`src/rtl/sfp_pkg.sv`:
```
// Shared sizing and FSM encoding for the softmax-style
// row normalization sequencer.
package sfp_pkg;

    localparam int COL     = 8;
    localparam int BW      = 8;
    localparam int BW_PSUM = 2 * BW + 4;
    localparam int ROWS    = 16;
    localparam int AW      = 4;

    typedef enum logic [2:0] {
        S_IDLE,
        S_ACC,
        S_WAIT_PEER,
        S_DIV,
        S_FLUSH,
        S_DONE
    } sfp_state_t;

endpackage

```
`src/rtl/sfp_row_cnt.sv`:
```
// Row address counter: clears on load, steps on enable,
// holds at the terminal row of the current pass.
module sfp_row_cnt
    import sfp_pkg::*;
#(
    parameter int aw = AW
) (
    input  logic          clk,
    input  logic          reset,
    input  logic          load,
    input  logic          en,
    input  logic [aw:0]   limit,
    output logic [aw-1:0] cnt,
    output logic          last
);

    assign last = ({1'b0, cnt} == (limit - 1'b1));

    always_ff @(posedge clk or negedge reset) begin
        if (!reset) begin
            cnt <= '0;
        end else if (load) begin
            cnt <= '0;
        end else if (en && !last) begin
            cnt <= cnt + 1'b1;
        end
    end

endmodule

```
`src/rtl/sfp_seq.sv`:
```
// Two-phase normalization sequencer: accumulate row sums,
// wait for the peer core, then divide and write back.
module sfp_seq
    import sfp_pkg::*;
#(
    parameter int col     = COL,
    parameter int bw      = BW,
    parameter int bw_psum = 2 * bw + 4,
    parameter int rows    = ROWS,
    parameter int aw      = AW
) (
    input  logic                   clk,
    input  logic                   reset,
    input  logic                   start,
    input  logic [aw:0]            nrows,
    input  logic                   peer_ready,
    output logic                   psum_cen,
    output logic [aw-1:0]          psum_addr,
    input  logic [col*bw_psum-1:0] psum_q,
    output logic [col*bw_psum-1:0] sfp_in,
    output logic                   acc,
    output logic                   div,
    output logic                   ext_rd,
    input  logic [col*bw_psum-1:0] sfp_out,
    output logic                   out_wen,
    output logic [aw-1:0]          out_addr,
    output logic [col*bw_psum-1:0] out_d,
    output logic                   busy,
    output logic                   done
);

    localparam logic [aw:0] ROWS_W = (aw + 1)'(rows);

    sfp_state_t    state;
    logic [aw:0]   n_lat;
    logic [aw:0]   n_clamp;
    logic [aw-1:0] vld_row;
    logic [aw-1:0] cnt;
    logic          last;
    logic          cnt_load;
    logic          cnt_en;

    assign n_clamp = (nrows > ROWS_W) ? ROWS_W : nrows;

    assign cnt_load = ((state == S_IDLE) && start && (n_clamp != '0))
                    || ((state == S_WAIT_PEER) && peer_ready);
    assign cnt_en   = ((state == S_ACC) || (state == S_DIV)) && !psum_cen;

    assign psum_addr = cnt;

    // Read data is only forwarded while sfp_row is consuming it.
    assign sfp_in = (acc || div) ? psum_q : '0;

    sfp_row_cnt #(
        .aw (aw)
    ) u_row_cnt (
        .clk   (clk),
        .reset (reset),
        .load  (cnt_load),
        .en    (cnt_en),
        .limit (n_lat),
        .cnt   (cnt),
        .last  (last)
    );

    always_ff @(posedge clk or negedge reset) begin
        if (!reset) begin
            state    <= S_IDLE;
            n_lat    <= '0;
            vld_row  <= '0;
            psum_cen <= 1'b1;
            acc      <= 1'b0;
            div      <= 1'b0;
            ext_rd   <= 1'b0;
            out_wen  <= 1'b1;
            out_addr <= '0;
            out_d    <= '0;
            busy     <= 1'b0;
            done     <= 1'b0;
        end else begin
            unique case (state)
                S_IDLE: begin
                    if (start) begin
                        busy <= 1'b1;
                        if (n_clamp == '0) begin
                            done  <= 1'b1;
                            state <= S_DONE;
                        end else begin
                            n_lat    <= n_clamp;
                            psum_cen <= 1'b0;
                            state    <= S_ACC;
                        end
                    end
                end
                S_ACC: begin
                    acc     <= !psum_cen;
                    vld_row <= psum_addr;
                    if (!psum_cen && last) begin
                        psum_cen <= 1'b1;
                    end
                    if (psum_cen && acc) begin
                        state <= S_WAIT_PEER;
                    end
                end
                S_WAIT_PEER: begin
                    if (peer_ready) begin
                        psum_cen <= 1'b0;
                        state    <= S_DIV;
                    end
                end
                S_DIV: begin
                    div     <= !psum_cen;
                    ext_rd  <= !psum_cen;
                    vld_row <= psum_addr;
                    out_wen <= !div;
                    if (div) begin
                        out_addr <= vld_row;
                        out_d    <= sfp_out;
                    end
                    if (!psum_cen && last) begin
                        psum_cen <= 1'b1;
                    end
                    if (psum_cen && div) begin
                        state <= S_FLUSH;
                    end
                end
                S_FLUSH: begin
                    out_wen <= 1'b1;
                    done    <= 1'b1;
                    state   <= S_DONE;
                end
                S_DONE: begin
                    done  <= 1'b0;
                    busy  <= 1'b0;
                    state <= S_IDLE;
                end
                default: begin
                    state <= S_IDLE;
                end
            endcase
        end
    end

endmodule

```
`config.mk`:
```
export PLATFORM = sky130hd
export DESIGN_NAME = sfp_seq
export DESIGN_NICKNAME = d
export VERILOG_FILES = /design/src/rtl/sfp_pkg.sv /design/src/rtl/sfp_row_cnt.sv /design/src/rtl/sfp_seq.sv
export SDC_FILE = /design/constraint.sdc
export NUM_CORES = 1
export LEC_CHECK = 0
export CORE_AREA = 3 3 256 258
export CTS_CLUSTER_DIAMETER = 50
export CTS_CLUSTER_SIZE = 20
export DETAILED_ROUTE_END_ITERATION = 10
export DIE_AREA = 0 0 259 261
export DONT_BUFFER_PORTS = 1
export PLACE_DENSITY = 0.3
export SLEW_MARGIN = 5
export SYNTH_ARGS = -nofsm -noshare
export SYNTH_HDL_FRONTEND = slang
export SYNTH_SLANG_ARGS = --single-unit
```
`constraint.sdc`:
```
create_clock -name clk -period 3.9 [get_ports clk]
set_input_delay 0.78 -clock clk [delete_from_list [all_inputs] [get_ports clk]]
set_output_delay 0.78 -clock clk [all_outputs]
set_load 0.005 [all_outputs]
```
# --- After elaboration in Yosys (flattened, before gate mapping) ---
# Cells that the tools add are included.
classes:
  n_addsub: 2
  order_cmp: 1
  n_eq_ne: 13
  n_mux: 21
  bitwise: 1
  reduce_logical: 29
op_table:
  columns: ["cell", "n"]
  rows:
  - ["$mux W160", 1]
  - ["$mux W3", 5]
  - ["$pmux W3 S5", 1]
  - ["$logic_and A1 B1 Y1", 8]
  - ["$mux W4", 2]
  - ["$ne A2 B1 Y1 const B", 4]
  - ["$mux W1", 7]
  - ["$eq A3 B2 Y1 const B", 2]
  - ["$eq A3 B3 Y1 const B", 2]
  - ["$ne A2 B2 Y1 const B", 3]
  - ["$pmux W1 S3", 2]
  - ["$reduce_and A3 Y1", 2]
  - ["$reduce_bool A2 Y1", 3]
  - ["$reduce_bool A3 Y1", 2]
  - ["$eq A4 B5 Y1", 1]
  - ["$gt A5 B5 Y1 const B", 1]
  - ["$logic_not A5 Y1", 1]
  - ["$mux W5", 1]
  - ["$reduce_and A5 Y1", 1]
  - ["$reduce_bool A5 Y1", 1]
  - ["$sub A5 B1 Y5 const B", 1]
  - ["$add A4 B1 Y4 const B", 1]
  - ["$pmux W1 S2", 2]
  - ["$reduce_and A2 Y1", 2]
  - ["7 further kinds", 11]
word_totals:
  regBits: 186
  in_bits: 329
  output_inout_bits: 335
  wordCells: 79

# --- Logic depth before layout (Yosys ltp) ---
# Gate-level depths: netlist (run 1).
depth:
  depth_word: 6
  depth_mapped: 7
  mapped_depth_nobuf: 7

# --- Hierarchy ---
# From an unflattened synthesis (run 1), not the netlist that was laid out.
unflattened:
  cells_unflattened: 646
  area_unflattened_um2: 8329.2
modules_own_cells:
  columns: ["module", "instances", "cells_per_inst", "area_each_um2", "seq_area_each_um2"]
  rows:
  - ["sfp_seq", 1, 609, 8001.4, 4556.9]
  - ["sfp_row_cnt", 1, 37, 327.8, 100.1]

# --- Least setup slack after synthesis (run 1) ---
# Ideal clock, no wire load.
synth_path:
  kind: "register -> output"
  from: "reg ext_rd (netlist name)"
  to: "out sfp_in[100]"
  arrival_ns: 1.351
  t_required_ns: 3.120
  path_slack_ns: 1.769
  path_stages_with_launch: 5
  path_buffers: 2
  cell_sequence: "dfrtp_1 -> nor2_1 -> clkbuf_1 -> clkbuf_1 -> nor2b_1"
synth_lines:
  columns: ["element", "line_no", "text"]
  rows:
  - ["end: declaration", "sfp_seq.sv:20", "output logic [col*bw_psum-1:0] sfp_in,"]

==> reports/metrics.cfg, run 1 <==
[global_routing]
antenna_found_initial = 45
grt_pass1_vias = 5237
global_route.usage.total_pct = 10.0
grt-ovfl-total = 0
grt_pass1_wl_um = 46100
grt_start_max_net_pins = 187

[route]
wl_per_cell_um = 24.1
routed.top_layer = met5
first_pass_iters = 4
vias = 5227
viasPerCell = 3.47
wl_um = 36400
dr_wl_met2_um = 17900
wl_met3_um = 5100
drt_first_iter_violations = 263
ant_nets = 0
wl_met1_um = 12200
post-route-drc-count = 0

[floorplan]
initial_core_util_pct = 13.1
core_um2 = 63200
fp.dieH_um = 261
dieArea_um2 = 67600
io_pins = 664
die_x_um = 259
row_count = 92

[logic_synthesis]
synth_edf_count = 0
yosysSeqAreaShare_pct = 56.1
synthesis.area_um2 = 8300
yosys_register_bits = 186
ys.flop_type = dfrtp_1
async_reset_ff_share_pct = 100
avgSynthCellArea_um2 = 12.9
synth_cells = 642
yosys_warnings = 0
syn_nets = 973
synth_cell_types = 35

[final_layout]
syn_to_final_growth_pct = 20.4
nNetsFinal = 959
drive_gt1_share_pct = 33.5
final_util_pct = 15.8

[power]
total_leakage_power_nw = 3.88
peakVddDrop_mv = 0.836
power.density_nw_per_um2 = 816

[clocking]
clk_latency_ps = 470
tritoncts = done
path_clk_slew_ps = 80
cts-buffers-inserted = 17
h-tree-depth = 4
cts_sinks = 186
post_cts_buffers = 0
cts_buffer_depth = 2
root_buffer = clkbuf_16

[timing]
worst_slew_pin_slew_ps = 643
clock.fmax_mhz = 352
slew_violations = 0
finalCritPeriodShare_pct = 72.8
finClkSkew_ps = 18.7
hold_viol_final = 0
slew-limit-headroom_pct = 57.2
rsz0062_at_grt = false
setup_tns_ps = 0
fin_crit_ps = 2840
setup-violations-final = 0

[worst_setup_path]
cp_cell_sequence = nor2_4, buf_12, nor2b_1
slowest_stage = dfrtp_1
cp.arrival_ps = 2060
slowest_delay_ps = 570
critical_path_class = reg -> out
cp.required_ps = 3120
cp-start-kind = register
endpoint_kind = primary output
cp_max_fo = 160

[placement]
io_buffers = 0
gp_congestion = 1.02
dp_hpwl_um = 29300

[run]
maxCapViolCount = 0

[status]
status = complete, no violations

[min_path]
hp-class = in -> async

==> metrics by stage <==
stage | total power, W | setup WS, ps | hold slack [ps] | cell area [µm²] | std cells
CTS | 0.00834 | 995 | -83.5 | 9850 | 1484
floorplan | 0.00554 | 1770 | 462 | 8300 | 642
global placement | 0.00643 | 1600 | 483 | 9250 | 1452
global route | 0.00871 | 898 | 82.2 | 9950 | 1493
finish | 0.00815 | 1060 | 141 | 9990 | 1508
detailed placement | 0.00644 | 1570 | 489 | 9250 | 1452
==> cell usage in the layout (no fill, tap or decap), types with 2 or more instances in the layout <==
cell type,synthesis,layout
dfstp_2,2,2
nand2_1,17,17
a21oi_1,8,8
inv_6,0,2
buf_12,0,3
inv_1,7,7
dfrtp_1,184,184
xnor2_1,5,5
nor2_1,8,7
inv_8,0,5
clkbuf_16,0,17
ha_1,2,2
mux2_2,170,170
nand4b_1,2,2
o21ai_0,7,7
nand2b_1,4,4
nand3_1,4,3
diode_2,0,21
nor4_1,2,2
clkinv_8,0,3
clkinv_2,0,2
buf_16,0,3
nor2b_1,161,161
mux2i_1,4,4
==> cells in the mapped netlist (2+ instances only) <==
| library cell | number | area share (%) |
|---|---|---|
| clkbuf_1 | 19 | 0.86 |
| nand3_1 | 4 | 0.24 |
| inv_1 | 7 | 0.32 |
| mux2_2 | 170 | 23 |
| nand4b_1 | 2 | 0.21 |
| mux2i_1 | 4 | 0.48 |
| nand2_1 | 17 | 0.77 |
| ha_1 | 2 | 0.30 |
| nor2_1 | 8 | 0.36 |
| xnor2_1 | 5 | 0.53 |
| dfrtp_1 | 184 | 55 |
| nor2b_1 | 161 | 12 |
| o21ai_0 | 7 | 0.42 |
| a21oi_1 | 8 | 0.48 |
| dfstp_2 | 2 | 0.63 |
| buf_4 | 7 | 0.63 |
| nor4_1 | 2 | 0.15 |
| nand2b_1 | 4 | 0.30 |
| buf_2 | 13 | 0.78 |
==> path summary, 6_finish.rpt <==
| check | startpoint | endpoint | slack (ps) | cells after the start |
|---|---|---|---|---|
| min reg2reg | vld_row[3]$_DFFE_PN0P_ | out_addr[3]$_DFFE_PN0P_ | 510 | 1 |
| max in group asynchronous | reset | n_lat[3]$_DFFE_PN0P_ | 3310 | 1 |
| max | ext_rd$_DFFE_PN0P_ | sfp_in[81] | 1060 | 3 |
| max reg2reg | state[1]$_DFFE_PN0P_ | out_d[146]$_DFFE_PN0P_ | 1630 | 4 |
| min in group clk | nrows[4] | n_lat[0]$_DFFE_PN0P_ | 400 | 1 |
| min | reset | out_wen$_DFFE_PN1P_ | 140 | 0 |
==> worst max-delay path, delay by kind of cell (launching register included) <==
family | cells | cell delay [ps]
buffers and inverters | 1 | 470
AND/OR/NAND/NOR | 2 | 440
flip-flops | 1 | 570
==> routing by layer <==
metal,track usage (%),vias up
li1,-,2151
met1,10.1,2561
met3,6.53,79
met2,16.6,424
met4,3.65,12
met5,0,-
==> flip-flops by register name, summed over array words and instances, names as in the netlist <==
name           flops
u_row_cnt.cnt      4
out_wen            1
out_d            160
state              3
ext_rd             1
out_addr           4
busy               1
n_lat              5
vld_row            4
acc                1
psum_cen           1
done               1
==> cells by family (layout without fill, tap and decap cells) <==
family | Yosys count | in the layout | share of synthesized area (%)
AND/OR/NAND/NOR | 206 | 206 | 14.9
flip-flops | 186 | 186 | 56.1
multiplexers | 174 | 174 | 23.6
buffers and inverters | 46 | 45 | 2.59
AO/OA/AOI/OAI | 23 | 23 | 1.95
XOR/XNOR | 5 | 5 | 0.528
adder cells (fa/ha/maj) | 2 | 2 | 0.302
other | 0 | 21 | 0
==> power by group <==
group          internal, W  switching, W  total (W)
Combinational      0.00121       0.00123    0.00243
Clock             0.000919      0.000895    0.00181
Sequential         0.00292      0.000982    0.00390
==> final cells by class <==
cell class / count / area (µm²)
fillers: 6968 / 53200
flip-flops and latches: 186 / 4660
multi-input cells: 410 / 3440
well taps: 846 / 1060
clock buffers: 17 / 425
clock inverters: 15 / 179
repair buffers: 6 / 143
diodes: 21 / 52.6
inverters: 7 / 26.3
==> repair_timing <==
action / 4_1_cts / 5_1_grt
hold endpoints to repair: 184 / 90
gates resized for setup: 0 / 0
setup endpoints to repair: 0 / 0
No activity file was read; power rests on OpenSTA's default activity.
==> inputs of run 2 (changes only) <==
==> constraint.sdc (replaced) <==
create_clock -name clk -period 2.5 [get_ports clk]
set_input_delay 0.5 -clock clk [delete_from_list [all_inputs] [get_ports clk]]
set_output_delay 0.5 -clock clk [all_outputs]
set_load 0.005 [all_outputs]
==> run 2 against run 1 <==
The run now ends with hold timing left. Utilization rose by 0.28 points. Clock skew about the same. Flip-flop and latch count did not move. Register-to-register slack worse by 1200 ps. Die area unchanged. Largest power group unchanged. Worst setup slack got worse by 970 ps. Largest cell class unchanged. Combinational power rose by 75%. Design area grew 1.8%. Global-route usage hardly changed. Sequential power rose by 56%. Critical path type unchanged.
==> reports/metrics.cfg, run 2 (synthesis results as in run 1) <==
[final_layout]
syn_to_final_growth_pct = 22.5
drive_gt1_share_pct = 35.7  ; +2.2 points
nNetsFinal = 982  ; +2.4%
final_common_cell = dfrtp_1
largestRegisters = out_d x160, n_lat x5
layout_common_cells = dfrtp_1, mux2_2, nor2b_1
largest_reg_flops = 160  ; unchanged
top_register = out_d

[placement]
gp_congestion = 1.01  ; -0.75%
dp_hpwl_um = 29500  ; +0.66%
io_buffers = 0  ; unchanged

[route]
post-route-drc-count = 0  ; unchanged
drt_first_iter_violations = 231  ; -12%
wl_um = 35800  ; -1.6%
vias = 5223  ; -0.077%
first_pass_iters = 4  ; unchanged
viasPerCell = 3.44  ; -0.87%
wl_per_cell_um = 23.5  ; -2.4%
ant_nets = 0  ; unchanged

[worst_setup_path]
critPathBufInv = 1  ; unchanged
r2r.worst_path.cells = 4  ; unchanged
endpoint_kind = primary output
slowest_stage = nor2b_1
cp_cell_sequence = nor2_4, buf_16, nor2b_1
critical_path_class = reg -> out
critPathTopFamily = simple AND/OR/NAND/NOR gates
cp_max_fo = 66  ; -59%
r2r-start = state[1]$_DFFE_PN0P_
slowest_delay_ps = 620  ; +50 ps
cp-start-kind = register
r2r_end = out_d[59]$_DFFE_PN0P_
cp.arrival_ps = 1910  ; -150 ps
cp.required_ps = 2000  ; -1120 ps
reg2reg_slack_ps = 470  ; -1160 ps

[floorplan]
dieArea_um2 = 67600  ; unchanged
die_x_um = 259  ; unchanged
io_pins = 664  ; unchanged
row_count = 92  ; unchanged
core_um2 = 63200  ; unchanged
initial_core_util_pct = 13.1  ; unchanged
fp.dieH_um = 261  ; unchanged

[timing]
rsz0062_at_grt = false
fin_crit_ps = 2410
worst_slew_pin_slew_ps = 723  ; +80.3 ps
slew_violations = 0  ; unchanged
fin_hold_ws_ps = -287  ; -428 ps
setup_tns_ps = 0  ; unchanged
finalCritPeriodShare_pct = 96.5
hold_viol_final = 186  ; +186
slew-limit-headroom_pct = 51.7  ; -5.5 points
setup-violations-final = 0  ; unchanged
clock.fmax_mhz = 415
finClkSkew_ps = 19.2  ; +0.452 ps

[run]
maxCapViolCount = 0  ; unchanged

[global_routing]
grt-ovfl-total = 0  ; unchanged
grt_pass1_vias = 5385  ; +2.8%
global_route.usage.total_pct = 9.99  ; about the same
grt_pass1_wl_um = 46100  ; about the same
antenna_found_initial = 23  ; -49%
grt_start_max_net_pins = 187  ; unchanged

[power]
power.density_nw_per_um2 = 1300  ; +60%
power_frac_seq_pct = 45.8  ; -2.1 points
switching_power_w = 0.00504  ; +62%
p_total_w = 0.0132  ; +62%
combPwrFrac_pct = 32.2  ; +2.3 points
switching_share_pct = 38.1  ; about the same
peakVddDrop_mv = 0.516  ; -38%
power.share.clock_pct = 22.0  ; -0.3 points
total_leakage_power_nw = 4.00  ; +3.3%
internal-power_w = 0.00820  ; +62%

[status]
failed_checks = hold timing
status = finished with violations

[min_path]
hp-class = in -> async

[clocking]
cts_buffer_depth = 2  ; unchanged
cts_sinks = 186  ; unchanged
root_buffer = clkbuf_16
h-tree-depth = 4  ; unchanged
clk_latency_ps = 480  ; about the same
cts-buffers-inserted = 17  ; unchanged
path_clk_slew_ps = 80  ; about the same
tritoncts = done

==> run 2: changes by cell type in the layout (fill, tap and decap cells not counted) <==
cell and change:
inv_6 +2, buf_4 +22, inv_8 -1, buf_12 +2, diode_2 -11, buf_16 -2, clkbuf_1 +1, clkinv_2 -2
clkinv_4 -1, bufbuf_16 +1, bufinv_16 +1
==> run 2: final cells by class <==
| type | count | area [µm²] |
|---|---|---|
| timing repair buffer | 29 | 325 |
| fill | 6934 | 53000 |
| clock inverter | 14 | 196 |
| tap | 846 | 1060 |
| sequential | 186 | 4660 |
| inverter | 7 | 26.3 |
| antenna | 10 | 25.0 |
| clock buffer | 18 | 429 |
| multi-input combinational | 410 | 3440 |
==> run 2: worst max-delay path by stage <==
stage | startpoint | cells after the start | endpoint | slack (ps)
final | ext_rd$_DFFE_PN0P_ | 3 | sfp_in[88] | 90
after detailed placement | state[1]$_DFFE_PN0P_ | 4 | out_d[64]$_DFFE_PN0P_ | 480
after floorplan | ext_rd$_DFFE_PN0P_ | 4 | sfp_in[100] | 650
after global routing | ext_rd$_DFFE_PN0P_ | 3 | sfp_in[88] | 40
after global placement | state[1]$_DFFE_PN0P_ | 4 | out_d[26]$_DFFE_PN0P_ | 520
after CTS | ext_rd$_DFFE_PN0P_ | 4 | sfp_in[97] | 60
==> run 2: power by group through the flow <==
stage               sequential, W  clock, W  combinational, W
floorplan                 0.00546         0           0.00318
global placement          0.00626         0           0.00416
detailed placement        0.00622         0           0.00422
CTS                       0.00616   0.00307           0.00434
global route              0.00627   0.00316           0.00468
finish                    0.00607   0.00291           0.00426
==> run 2: through the flow <==
step           util (%)  cell area (µm²)  instances  setup slack, ps  hold slack, ps
6_report           16.1            10200       1520             87.6            -287
5_1_grt            16.1            10200       1518             44.5            -347
3_5_place_dp       15.0             9470       1477              482             209
4_1_cts            16.0            10100       1510             58.7            -356
3_3_place_gp       15.0             9470       1477              522             209
2_1_floorplan         -             8300        642              649             204
==> run 2: worst reg2reg max path, stage by stage, from the launching register on <==
cell,delay [ps]
dfrtp_1,510
and2b_1,290
nand3_4,370
buf_12,370
mux2_2,350
==> run 2: timing repair <==
action	CTS	global route
endpoints found under the hold margin	186	186
setup buffers	0	0
gates resized for setup	1	0
setup endpoints to repair	1	0
==> run 2: metal layers <==
layer / routed length, µm / vias up / GRT usage (%)
met1: 12600 / 2580 / 10.5
met5: 0 / - / 0
li1: - / 2178 / -
met4: 1070 / 0 / 4.53
met3: 4170 / 58 / 4.97
met2: 17900 / 407 / 16.8
